**config.mk**
```make
export PLATFORM = sky130hd
export DESIGN_NAME = adc_pkt_framer
export DESIGN_NICKNAME = d
export VERILOG_FILES = /design/src/rtl/adc_capture_pkg.sv /design/src/rtl/adc_pkt_cnt.sv /design/src/rtl/adc_pkt_framer.sv
export SDC_FILE = /design/constraint.sdc
export NUM_CORES = 1
export LEC_CHECK = 0
export ABC_AREA = 0
export BUFFER_PORTS_ARGS = -buffer_cell sky130_fd_sc_hd__buf_2
export CAP_MARGIN = 40
export CORE_ASPECT_RATIO = 0.9
export CORE_UTILIZATION = 35
export DETAILED_ROUTE_END_ITERATION = 12
export GPL_TIMING_DRIVEN = 0
export SYNTH_ARGS = -nofsm -noshare
export SYNTH_HDL_FRONTEND = slang
export SYNTH_HIERARCHICAL = 1
export SYNTH_SLANG_ARGS = --single-unit
```
**constraint.sdc**
```tcl
create_clock -name clk -period 5.18 [get_ports clk]
set_input_delay 1.554 -clock clk [delete_from_list [all_inputs] [get_ports clk]]
set_output_delay 1.554 -clock clk [all_outputs]
set_load 0.02 [all_outputs]
```
**src/rtl/adc_capture_pkg.sv**
```systemverilog
// Shared types and constants for the ADC capture packet path.
// Holds the framer state encoding, header tag and default bus widths.
package adc_capture_pkg;
  localparam int DATA_W_DEF = 18;
  localparam int SEQ_W_DEF  = 16;
  localparam int CNT_W      = 16;
  localparam logic [1:0] HDR_TAG = 2'b10;

  typedef enum logic [2:0] {
    ST_IDLE,
    ST_WAIT_IDLE,
    ST_HEADER,
    ST_PAYLOAD,
    ST_GAP,
    ST_DONE
  } state_e;

  // Idle length and packet count go straight into their counters at start,
  // so only the settings consulted later in the capture are shadowed here.
  typedef struct packed {
    logic [7:0]  gap;
    logic [15:0] pkt_len;
    logic        self_test;
  } cfg_t;
endpackage

```
**src/rtl/adc_pkt_cnt.sv**
```systemverilog
// Loadable down-counter with zero flag; saturates at zero.
// Shared by the idle/gap timer, payload word count and packet count.
module adc_pkt_cnt #(
  parameter int W = 16
) (
  input  logic         clk,
  input  logic         rstn,
  input  logic         load,
  input  logic         dec,
  input  logic [W-1:0] load_val,
  output logic         zero
);
  logic [W-1:0] cnt;

  always_ff @(posedge clk or negedge rstn) begin
    if (!rstn)              cnt <= '0;
    else if (load)          cnt <= load_val;
    else if (dec && !zero)  cnt <= cnt - 1'b1;
  end

  assign zero = (cnt == '0);
endmodule

```
**src/rtl/adc_pkt_framer.sv**
```systemverilog
// Frames captured ADC words (or a self-test ramp) into header+payload packets
// for the pad interface. adc_data/adc_data_valid are registered from the state.
module adc_pkt_framer
  import adc_capture_pkg::*;
#(
  parameter int DATA_W = DATA_W_DEF,
  parameter int SEQ_W  = SEQ_W_DEF
) (
  input  logic              clk,
  input  logic              rstn,
  input  logic              capture_start,
  input  logic              self_test_mode,
  input  logic [15:0]       cfg_pkt_idle_length,
  input  logic [7:0]        cfg_pktctrl_gap,
  input  logic [15:0]       cfg_pkt_len,
  input  logic [15:0]       cfg_pkt_num,
  input  logic [DATA_W-1:0] fifo_rdata,
  input  logic              fifo_empty,
  output logic              fifo_rd_en,
  output logic [DATA_W-1:0] adc_data,
  output logic              adc_data_valid,
  output logic              busy,
  output logic              done
);
  state_e             state, nxt;
  cfg_t               cfg;
  logic [SEQ_W-1:0]   seq;
  logic [DATA_W-1:0]  ramp;
  logic [DATA_W-1:0]  hdr, data_nxt;
  logic               valid_nxt, word_take, last_word, start_ok;
  logic               t_load, t_dec, t_zero, w_zero, p_zero;
  logic [CNT_W-1:0]   t_val;

  assign start_ok  = (state == ST_IDLE) && capture_start;
  assign last_word = word_take && w_zero;

  // One timer covers both the pre-header idle and the post-packet gap.
  // WAIT_IDLE runs idle+1 cycles, so the header reaches the pads idle+2 edges
  // after the start edge; the gap timer is loaded with gap-1 for exactly gap cycles.
  assign t_load = start_ok || (last_word && cfg.gap != 8'd0);
  assign t_val  = start_ok ? cfg_pkt_idle_length : {8'd0, cfg.gap - 8'd1};
  assign t_dec  = (state == ST_WAIT_IDLE) || (state == ST_GAP);

  adc_pkt_cnt #(.W(CNT_W)) u_tcnt (
    .clk(clk), .rstn(rstn), .load(t_load), .dec(t_dec),
    .load_val(t_val), .zero(t_zero)
  );

  adc_pkt_cnt #(.W(CNT_W)) u_wcnt (
    .clk(clk), .rstn(rstn), .load(state == ST_HEADER), .dec(word_take),
    .load_val(cfg.pkt_len - 16'd1), .zero(w_zero)
  );

  // Counts packets still to send; decremented as each header goes out.
  adc_pkt_cnt #(.W(CNT_W)) u_pcnt (
    .clk(clk), .rstn(rstn), .load(start_ok), .dec(state == ST_HEADER),
    .load_val(cfg_pkt_num), .zero(p_zero)
  );

  always_ff @(posedge clk or negedge rstn) begin
    if (!rstn) state <= ST_IDLE;
    else       state <= nxt;
  end

  always_comb begin
    nxt = state;
    case (state)
      ST_IDLE:      if (start_ok) nxt = ST_WAIT_IDLE;
      ST_WAIT_IDLE: if (t_zero)   nxt = ST_HEADER;
      ST_HEADER:    nxt = ST_PAYLOAD;
      ST_PAYLOAD:   if (last_word) begin
                      if (cfg.gap != 8'd0) nxt = ST_GAP;
                      else                 nxt = p_zero ? ST_DONE : ST_HEADER;
                    end
      ST_GAP:       if (t_zero) nxt = p_zero ? ST_DONE : ST_HEADER;
      ST_DONE:      nxt = ST_IDLE;
      default:      nxt = ST_IDLE;
    endcase
  end

  always_comb begin
    fifo_rd_en = 1'b0;
    word_take  = 1'b0;
    valid_nxt  = 1'b0;
    data_nxt   = '0;
    hdr        = '0;
    hdr[DATA_W-1 -: 2] = HDR_TAG;
    hdr[SEQ_W-1:0]     = seq;
    case (state)
      ST_HEADER: begin
        valid_nxt = 1'b1;
        data_nxt  = hdr;
      end
      ST_PAYLOAD: begin
        if (cfg.self_test) begin
          word_take = 1'b1;
          data_nxt  = ramp;
        end else begin
          fifo_rd_en = !fifo_empty;
          word_take  = !fifo_empty;
          data_nxt   = fifo_rdata;
        end
        valid_nxt = word_take;
      end
      default: ;
    endcase
  end

  assign busy = (state != ST_IDLE);
  assign done = (state == ST_DONE);

  always_ff @(posedge clk or negedge rstn) begin
    if (!rstn) begin
      cfg  <= '0;
      seq  <= '0;
      ramp <= '0;
    end else begin
      if (start_ok) begin
        cfg  <= '{gap: cfg_pktctrl_gap, pkt_len: cfg_pkt_len, self_test: self_test_mode};
        seq  <= '0;
        ramp <= '0;
      end else begin
        if (last_word)                   seq  <= seq + 1'b1;
        if (word_take && cfg.self_test)  ramp <= ramp + 1'b1;
      end
    end
  end

  always_ff @(posedge clk or negedge rstn) begin
    if (!rstn) begin
      adc_data       <= '0;
      adc_data_valid <= 1'b0;
    end else begin
      adc_data_valid <= valid_nxt;
      if (valid_nxt) adc_data <= data_nxt;
    end
  end
endmodule
```
### Yosys cells after proc, flatten, opt, wreduce, memory -nomap -nowiden

Index checks and enable logic that the tools add are counted.

| storage, ports and cells | value |
|---|---|
| bits in registers | 129 |
| latch bits | 0 |
| bits in writable memories | 0 |
| ROM bits | 0 |
| input bits | 79 |
| output and inout bits | 22 |
| logic and storage cells | 77 |
| memories | 0 |

| operators by class | value |
|---|---|
| $add $sub $neg | 7 |
| $mul | 0 |
| divide/modulo/power cells | 0 |
| magnitude comparators | 0 |
| equality and inequality tests | 9 |
| shift-type cells | 0 |
| muxes and demuxes | 25 |
| bitwise logic cells | 0 |
| reductions and logical operators | 25 |

Operator list:

| cell | number |
|---|---|
| $mux W16 | 9 |
| $sub A16 B1 Y16 const B | 4 |
| $mux W18 | 3 |
| $logic_not A16 Y1 | 3 |
| $pmux W18 S2 | 1 |
| $add A18 B1 Y18 const B | 1 |
| $mux W3 | 6 |
| $add A16 B1 Y16 const B | 1 |
| $pmux W3 S5 | 1 |
| $reduce_bool A2 Y1 | 5 |
| $reduce_bool A8 Y1 | 1 |
| $sub A8 B1 Y8 const B | 1 |
| $logic_and A1 B1 Y1 | 7 |
| $eq A3 B2 Y1 const B | 2 |
| $eq A3 B3 Y1 const B | 2 |
| $logic_not A1 Y1 | 4 |
| $mux W1 | 4 |
| $ne A2 B1 Y1 const B | 2 |
| $ne A2 B2 Y1 const B | 2 |
| $reduce_and A4 Y1 | 1 |
| $eq A3 B1 Y1 const B | 1 |
| $logic_not A3 Y1 | 1 |
| $reduce_bool A3 Y1 | 1 |
| $logic_or A1 B1 Y1 | 2 |
| $pmux W1 S2 | 1 |

### Longest topological paths before layout

Gate-level depths: netlist of the first run.

| logic depth | value |
|---|---|
| depth after elaboration | 7 |
| depth in mapped cells | 11 |
| depth with buffers taken out | 10 |

### Hierarchy

Netlist of the first run, hierarchy kept.

Modules (own cells, without submodules):

| module | times used | cells each | area each (um^2) | seq. area each (um^2) |
|---|---|---|---|---|
| adc_pkt_framer | 1 | 537 | 4593.2 | 2026.9 |
| adc_pkt_cnt | 3 | 124 | 1046.0 | 400.4 |

### Least setup slack after synthesis of the first run

Ideal clock, no wire load.

| timing path | value |
|---|---|
| path type | input to output |
| start point | input port fifo_empty |
| end point | output port fifo_rd_en |
| arrival time | 2039 ps |
| required time | 3626 ps |
| path slack | 1587 ps |
| cell stages on the path | 1 |
| path buffers | 0 |
| cell sequence | nor3_1 |

| between the ends | value |
|---|---|
| longest elaborated chain between the ends | 3 |

Ends and longest elaborated chain:

| item | line | source |
|---|---|---|
| start, declared | adc_pkt_framer.sv:18 | `input logic fifo_empty,` |
| $logic_not A1 Y1 | adc_pkt_framer.sv:99 | `fifo_rd_en = !fifo_empty;` |
| $mux W1 | adc_pkt_framer.sv:95 | `if (cfg.self_test) begin` |
| $mux W1 | adc_pkt_framer.sv:89 | `case (state)` |
| end, declared | adc_pkt_framer.sv:19 | `output logic fifo_rd_en,` |

No other way between the ends.

### Worst setup path after layout of the first run

| timing path | value |
|---|---|
| start point | register state[0] |
| end point | output port done |

| between the ends | value |
|---|---|
| longest elaborated chain between the ends | 1 |

Ends and longest elaborated chain:

| item | line | source |
|---|---|---|
| start, declared | adc_pkt_framer.sv:25 | `state_e state, nxt;` |
| start signal, assigned | adc_pkt_framer.sv:62 | `else state <= nxt;` |
| $eq A3 B3 Y1 | adc_pkt_framer.sv:110 | `assign done = (state == ST_DONE);` |
| end, declared | adc_pkt_framer.sv:23 | `output logic done` |

No other way between the ends.

==> results of run 1 <==
## per-layer routing
layer,up-vias,routed length (um),track usage
li1,3496,-,-
met1,3315,10400,0.268
met2,140,9590,0.301
met3,12,866,0.0440
met4,0,163,0.0405
met5,-,0,0
## state kept, by name, indices dropped and copies added (netlist names)
| signal | cells |
|---|---|
| adc_data_valid | 1 |
| adc_data | 18 |
| u_tcnt/cnt | 16 |
| cfg | 25 |
| seq | 16 |
| state | 3 |
| ramp | 18 |
| u_wcnt/cnt | 16 |
| u_pcnt/cnt | 16 |
## metrics by stage
step	util	hold WS [ns]	power, mW
2_1_floorplan	-	0.466	3.10
3_3_place_gp	0.397	0.461	3.67
3_5_place_dp	0.400	0.468	3.71
4_1_cts	0.427	0.482	4.96
5_1_grt	0.427	0.520	5.31
6_report	0.427	0.474	4.94
## cell families after synthesis
family          synth area share
simple gates               0.293
compound gates             0.153
flops                      0.418
buf+inv                   0.0466
xor+xnor                  0.0385
mux                       0.0393
fa+ha+maj                 0.0113
## worst max path at each step
stage / from / to / slack, ns / depth (start not counted)
floorplan: fifo_empty / fifo_rd_en / 1.59 / 1
global placement: capture_start / u_tcnt/cnt[12] / 0.56 / 10
detailed placement: capture_start / u_tcnt/cnt[12] / 0.95 / 10
CTS: state[0] / done / 1.27 / 6
global route: state[0] / done / 1.09 / 6
finish: state[0] / done / 1.28 / 6
## power groups by stage
stage	sequential (mW)	clock [mW]	combinational, mW
after floorplan	1.71	0	1.39
after global placement	1.74	0	1.93
after detailed placement	1.74	0	1.97
after CTS	1.73	1.25	1.98
after global routing	1.80	1.29	2.22
final	1.74	1.23	1.97
## placed cells by master, fill, tap and decap left out, types with 4 or more instances in the layout
| master | Yosys | layout |
|---|---|---|
| clkbuf_1 | 31 | 36 |
| o21ai_0 | 67 | 67 |
| ha_1 | 7 | 7 |
| a22oi_1 | 4 | 4 |
| mux2_2 | 19 | 19 |
| o41ai_1 | 7 | 7 |
| nand2_1 | 166 | 166 |
| mux2i_1 | 9 | 9 |
| nor2b_1 | 23 | 23 |
| nor4b_1 | 7 | 7 |
| a31oi_1 | 41 | 41 |
| o22a_1 | 4 | 4 |
| or3_1 | 23 | 23 |
| or4_1 | 14 | 14 |
| nand3_1 | 8 | 8 |
| and3_1 | 4 | 4 |
| nor3_1 | 20 | 20 |
| a21oi_1 | 41 | 41 |
| clkbuf_16 | 0 | 17 |
| xnor2_1 | 14 | 14 |
| buf_2 | 6 | 106 |
| nor2_1 | 72 | 72 |
| buf_6 | 7 | 8 |
| xor2_1 | 20 | 20 |
| nand2b_1 | 5 | 5 |
| or4b_2 | 6 | 6 |
| or4_4 | 4 | 4 |
| and2_1 | 18 | 18 |
| nor4_1 | 12 | 12 |
| nand4_1 | 22 | 22 |
| o21ai_1 | 6 | 6 |
| o31ai_1 | 11 | 11 |
| dfrtp_1 | 129 | 129 |
| and4_1 | 5 | 5 |
| inv_1 | 33 | 33 |
## worst register-to-register path, cell delays in order, from the launching register on
cell	delay (ns)
dfrtp_1	0.40
inv_1	0.10
ha_1	0.22
nor4b_1	0.42
nand4_1	0.30
inv_1	0.27
nand3_1	0.22
o21ai_0	0.34
buf_2	0.25
clkbuf_1	0.36
o21ai_0	0.18
## layout make-up
class | instances | share of cell area
Multi-Input combinational cell | 700 | 0.449
Sequential cell | 129 | 0.350
Timing Repair Buffer | 103 | 0.0592
Clock buffer | 23 | 0.0496
Tap cell | 291 | 0.0394
Buffer | 46 | 0.0252
Clock inverter | 9 | 0.0142
Inverter | 34 | 0.0138
==> results_dict.tcl, run 1 <==
set metrics [dict create \
    status "finished clean" \
    cts_tree "yes" \
    n_antenna_cell 0 \
    wirelength_um 21000 \
    relSlewSlack 0.408 \
    syn-mean-instance-area_um2 8.51 \
    die_y_um 143 \
    critPathMaxStageDelay_ns 0.51 \
    r2r_cells 10 \
    setup_tns_ns 0 \
    setup_viol 0 \
    r2r-start "u_wcnt/cnt[0]" \
    ys_seq_elements 129 \
    grt_max_degree 83 \
    grt.total_usage 0.192 \
    swShare 0.414 \
    min_from "adc_data[2]" \
    mappedNetlistNets 995 \
    first_pass_iters 4 \
    vdd_ir_drop_max_v 0.000202 \
    io_pins 101 \
    synthTopCellsByCount "166 x nand2_1, 129 x dfrtp_1, 72 x nor2_1" \
    io_buffers 100 \
    layout_setup_ws_ns 1.28 \
    fin_worst_skew_ns 0.00872 \
    r2r-end "u_tcnt/cnt[2]" \
    period_needed_ns 3.90 \
    p_seq_frac 0.352 \
    synth_edf_count 0 \
    holdBufCountCts 0 \
    synth_top_area_share 0.418 \
    grt_pass1_wl_um 33800 \
    antenna_found_initial 0 \
    path_clk_slew_ns 0.06 \
    synth_top_area_cell "dfrtp_1" \
    p_per_area_mw_per_mm2 535 \
    hold_violations 0 \
    crit_arrival_ns 2.35 \
    critPathKind "flip-flop to output port" \
    ys_types 57 \
    htreeDepth 4 \
    wl_per_cell_um 15.7 \
    path_max_fanout 10 \
    hold_path.class "flip-flop to flip-flop" \
    power_frac_comb 0.399 \
    worstMarginPinSlew_ns 0.889 \
    final_area_mm2 0.00923 \
    core-area_mm2 0.0216 \
    place_ws_ns 0.951 \
    drt_iter0_markers 468 \
    place_hpwl_um 15000 \
    syn-instance-count 909 \
    fmax_mhz 256 \
    required_ns 3.63 \
    initial_core_util 0.357 \
    critPathTopFamily "buffers and inverters" \
    drc 0 \
    synth.most_common_cell "nand2_1" \
    grt_setup_unrepaired "no" \
    ant_nets 0 \
    cts_buffers 17 \
    rows 51 \
    synth_ff_type "dfrtp_1" \
    power.leakage_nw 4.01 \
    clock_latency_ns 0.42 \
    die_area_mm2 0.0227 \
    num-fill-cells 2222 \
    critical_path.cell_chain "buf_2 > clkbuf_1 > clkbuf_1 > nand2_1 > nor2_1 > buf_2" \
    layout-drive-gt1-share 0.177 \
    grt_overflow_total 0 \
    synth_area_mm2 0.00773 \
    holdPathStages 2 \
    drv_slew 0 \
    yosysWarnings 6 \
    place_area_mm2 0.00864 \
    cts.sinks 129 \
    period_share 0.753 \
    start_kind "flip-flop" \
    pwr-share-clk 0.248 \
    clockBufferDepth 2 \
    p_switching_mw 2.05 \
    ff_latch_area_mm2 0.00323 \
    cts_setup_buffers 0 \
    synthArstFlopShare 1.00 \
    fin_cells 1335 \
    gp_congestion 0.852 \
    viasPerCell 5.22 \
    dpl.cell_count 1303 \
    yosysSeqAreaShare 0.418 \
    cts.repair.resized 0 \
    maxCapViolCount 0 \
    worst-path-buf-inv 4 \
    p_int_mw 2.89 \
    finalNetCount 1117 \
    via_count 6963 \
    grt_pass1_vias 6512 \
    yosys-top-cells-area "dfrtp_1 42%, nand2_1 8.1%, o21ai_0 4.3%" \
    setup.worst_path.end_class "output port" \
    crit_slowest_cell "clkbuf_1" \
    die_w_um 159 \
    root_buffer "clkbuf_16" \
    multi_input_area_mm2 0.00414 \
    r2r_slack_ns 1.99 \
    min_to "adc_data[2]" \
    area_delta_synth_final_pct 19.4 \
]
Power figures use the tool's default switching activity.
==> inputs of run 2 (changes only) <==
Clock period 5.18 ns to 3.35 ns, I/O delays scaled along.
==> results_dict.tcl, run 2 (synthesized netlist as in run 1, its figures left out) <==
set metrics [dict create \
    io_pins 101 \
    die_w_um 159 \
    worst-path-buf-inv 4 \
    grt_overflow_total 0 \
    first_pass_iters 5 \
    grt_pass1_vias 6512 \
    p_int_mw 4.48 \
    r2r_slack_ns 0.35 \
    core-area_mm2 0.0216 \
    period_share 0.946 \
    cts_buffers 17 \
    start_kind "flip-flop" \
    required_ns 2.34 \
    cts_tree "yes" \
    r2r-start "u_wcnt/cnt[0]" \
    most-common-layout-cells "166 x nand2_1, 129 x dfrtp_1, 106 x buf_2" \
    ant_nets 0 \
    drt_iter0_markers 441 \
    cts.sinks 129 \
    maxCapViolCount 0 \
    critPathMaxStageDelay_ns 0.40 \
    grt_setup_unrepaired "no" \
    grt_max_degree 83 \
    place_hpwl_um 15000 \
    power_frac_comb 0.399 \
    pwr-share-clk 0.248 \
    drc 0 \
    r2r-end "u_tcnt/cnt[12]" \
    cts_setup_buffers 0 \
    crit_slowest_cell "dfrtp_1" \
    min_from "adc_data[2]" \
    r2r_cells 11 \
    root_buffer "clkbuf_16" \
    antenna_found_initial 0 \
    path_max_fanout 10 \
    setup_viol 0 \
    clockBufferDepth 2 \
    num-fill-cells 2216 \
    vdd_ir_drop_max_v 0.000309 \
    power.leakage_nw 4.02 \
    htreeDepth 4 \
    cp.depth 6 \
    p_seq_frac 0.353 \
    top_layer "met4" \
    reg_top3 "cfg x25, adc_data x18, ramp x18" \
    met3_length_um 1030 \
    clock_latency_ns 0.42 \
    swShare 0.414 \
    layout-drive-gt1-share 0.182 \
    critical_path.cell_chain "buf_2 > clkbuf_1 > clkbuf_2 > nand2_1 > nor2_1 > buf_2" \
    critPathTopFamily "buffers and inverters" \
    holdPathStages 2 \
    grt.total_usage 0.192 \
    p_total_mw 7.65 \
    p_switching_mw 3.16 \
    cpMostUsedCell "buf_2" \
    min_to "adc_data[2]" \
    fmax_mhz 315 \
    period_needed_ns 3.17 \
    critPathKind "flip-flop to output port" \
    p_per_area_mw_per_mm2 826 \
    met2_length_um 9510 \
    gp_congestion 0.852 \
    fin_worst_skew_ns 0.00956 \
    largest_reg_flops 25 \
    setup.worst_path.end_class "output port" \
    initial_core_util 0.357 \
    met1Wirelength_um 10200 \
    rows 51 \
    hold_violations 0 \
    status "finished clean" \
    regMostFlops "cfg" \
    area_delta_synth_final_pct 19.7 \
    worstMarginPinSlew_ns 0.685 \
    wirelength_um 20900 \
    crit_arrival_ns 2.17 \
    grt_pass1_wl_um 33800 \
    hold_path.class "flip-flop to flip-flop" \
    drv_slew 0 \
    viasPerCell 5.24 \
    fin_util 0.428 \
    die_area_mm2 0.0227 \
    wl_per_cell_um 15.7 \
    finalNetCount 1116 \
    layout_commonest_cell "nand2_1" \
    relSlewSlack 0.540 \
    path_clk_slew_ns 0.06 \
    via_count 6988 \
    die_y_um 143 \
    io_buffers 100 \
    n_antenna_cell 0 \
]
[run 2: cell types whose count changed in the layout (fill, tap and decap cells not counted), sizes merged]
cell / previous run / this run
buf: 118 / 117
[run 2: power groups by stage]
| stage | Combinational [mW] | Sequential (mW) | Clock (mW) |
|---|---|---|---|
| finish | 3.05 | 2.70 | 1.89 |
| global route | 3.44 | 2.79 | 2.00 |
| CTS | 3.06 | 2.68 | 1.93 |
| detailed placement | 3.04 | 2.69 | 0 |
| global placement | 2.99 | 2.69 | 0 |
| floorplan | 2.15 | 2.64 | 0 |
[run 2: repair_timing]
| item | 4_1_cts | 5_1_grt |
|---|---|---|
| endpoints found under the setup margin | 1 | 21 |
| gates cloned | 0 | 0 |
| hold buffers | 0 | 0 |
| gates resized for setup | 1 | 7 |
[run 2: worst max path at each step]
stage             startpoint        endpoint
4_1_cts        capture_start  u_tcnt/cnt[12]
3_3_place_gp   capture_start  u_tcnt/cnt[12]
5_1_grt             state[0]            done
3_5_place_dp   capture_start  u_tcnt/cnt[12]
2_1_floorplan  capture_start  u_tcnt/cnt[12]
6_report            state[0]            done
[run 2: metrics by stage]
stage | cells | TNS, ns | instance area [um^2] | hold slack, ns | setup slack, ns
CTS | 1335 | 0 | 9230 | 0.482 | 0.0986
global placement | 1300 | -93.79 | 8600 | 0.461 | -0.719
floorplan | 909 | 0 | 7730 | 0.466 | 0.555
finish | 1334 | 0 | 9250 | 0.474 | 0.180
global route | 1334 | 0 | 9250 | 0.520 | 0.00404
detailed placement | 1303 | -4.79 | 8640 | 0.468 | -0.330
[run 2: worst reg2reg max path, cell delays in order (launching register included)]
cell and delay [ns]:
dfrtp_1 0.40, inv_1 0.10, ha_1 0.22, nor4b_2 0.30, nand4_1 0.28, inv_1 0.25, nand3_1 0.22, o21ai_0 0.35
inv_1 0.19, clkbuf_1 0.30, nor2_1 0.18, a31oi_1 0.06
[run 2: area by class of cell]
class | count | area, um^2 | area share
tap | 291 | 364 | 0.0394
timing repair buffer | 103 | 547 | 0.0591
inverter | 34 | 128 | 0.0138
multi-input combinational | 700 | 4160 | 0.450
buffer | 45 | 233 | 0.0252
clock buffer | 23 | 458 | 0.0495
clock inverter | 9 | 131 | 0.0142
sequential | 129 | 3230 | 0.349
[run 2: metal layers]
layer | vias to the layer above | track usage
li1 | 3495 | -
met1 | 3321 | 0.268
met2 | 160 | 0.301
met3 | 12 | 0.0440
met4 | 0 | 0.0405
met5 | - | 0
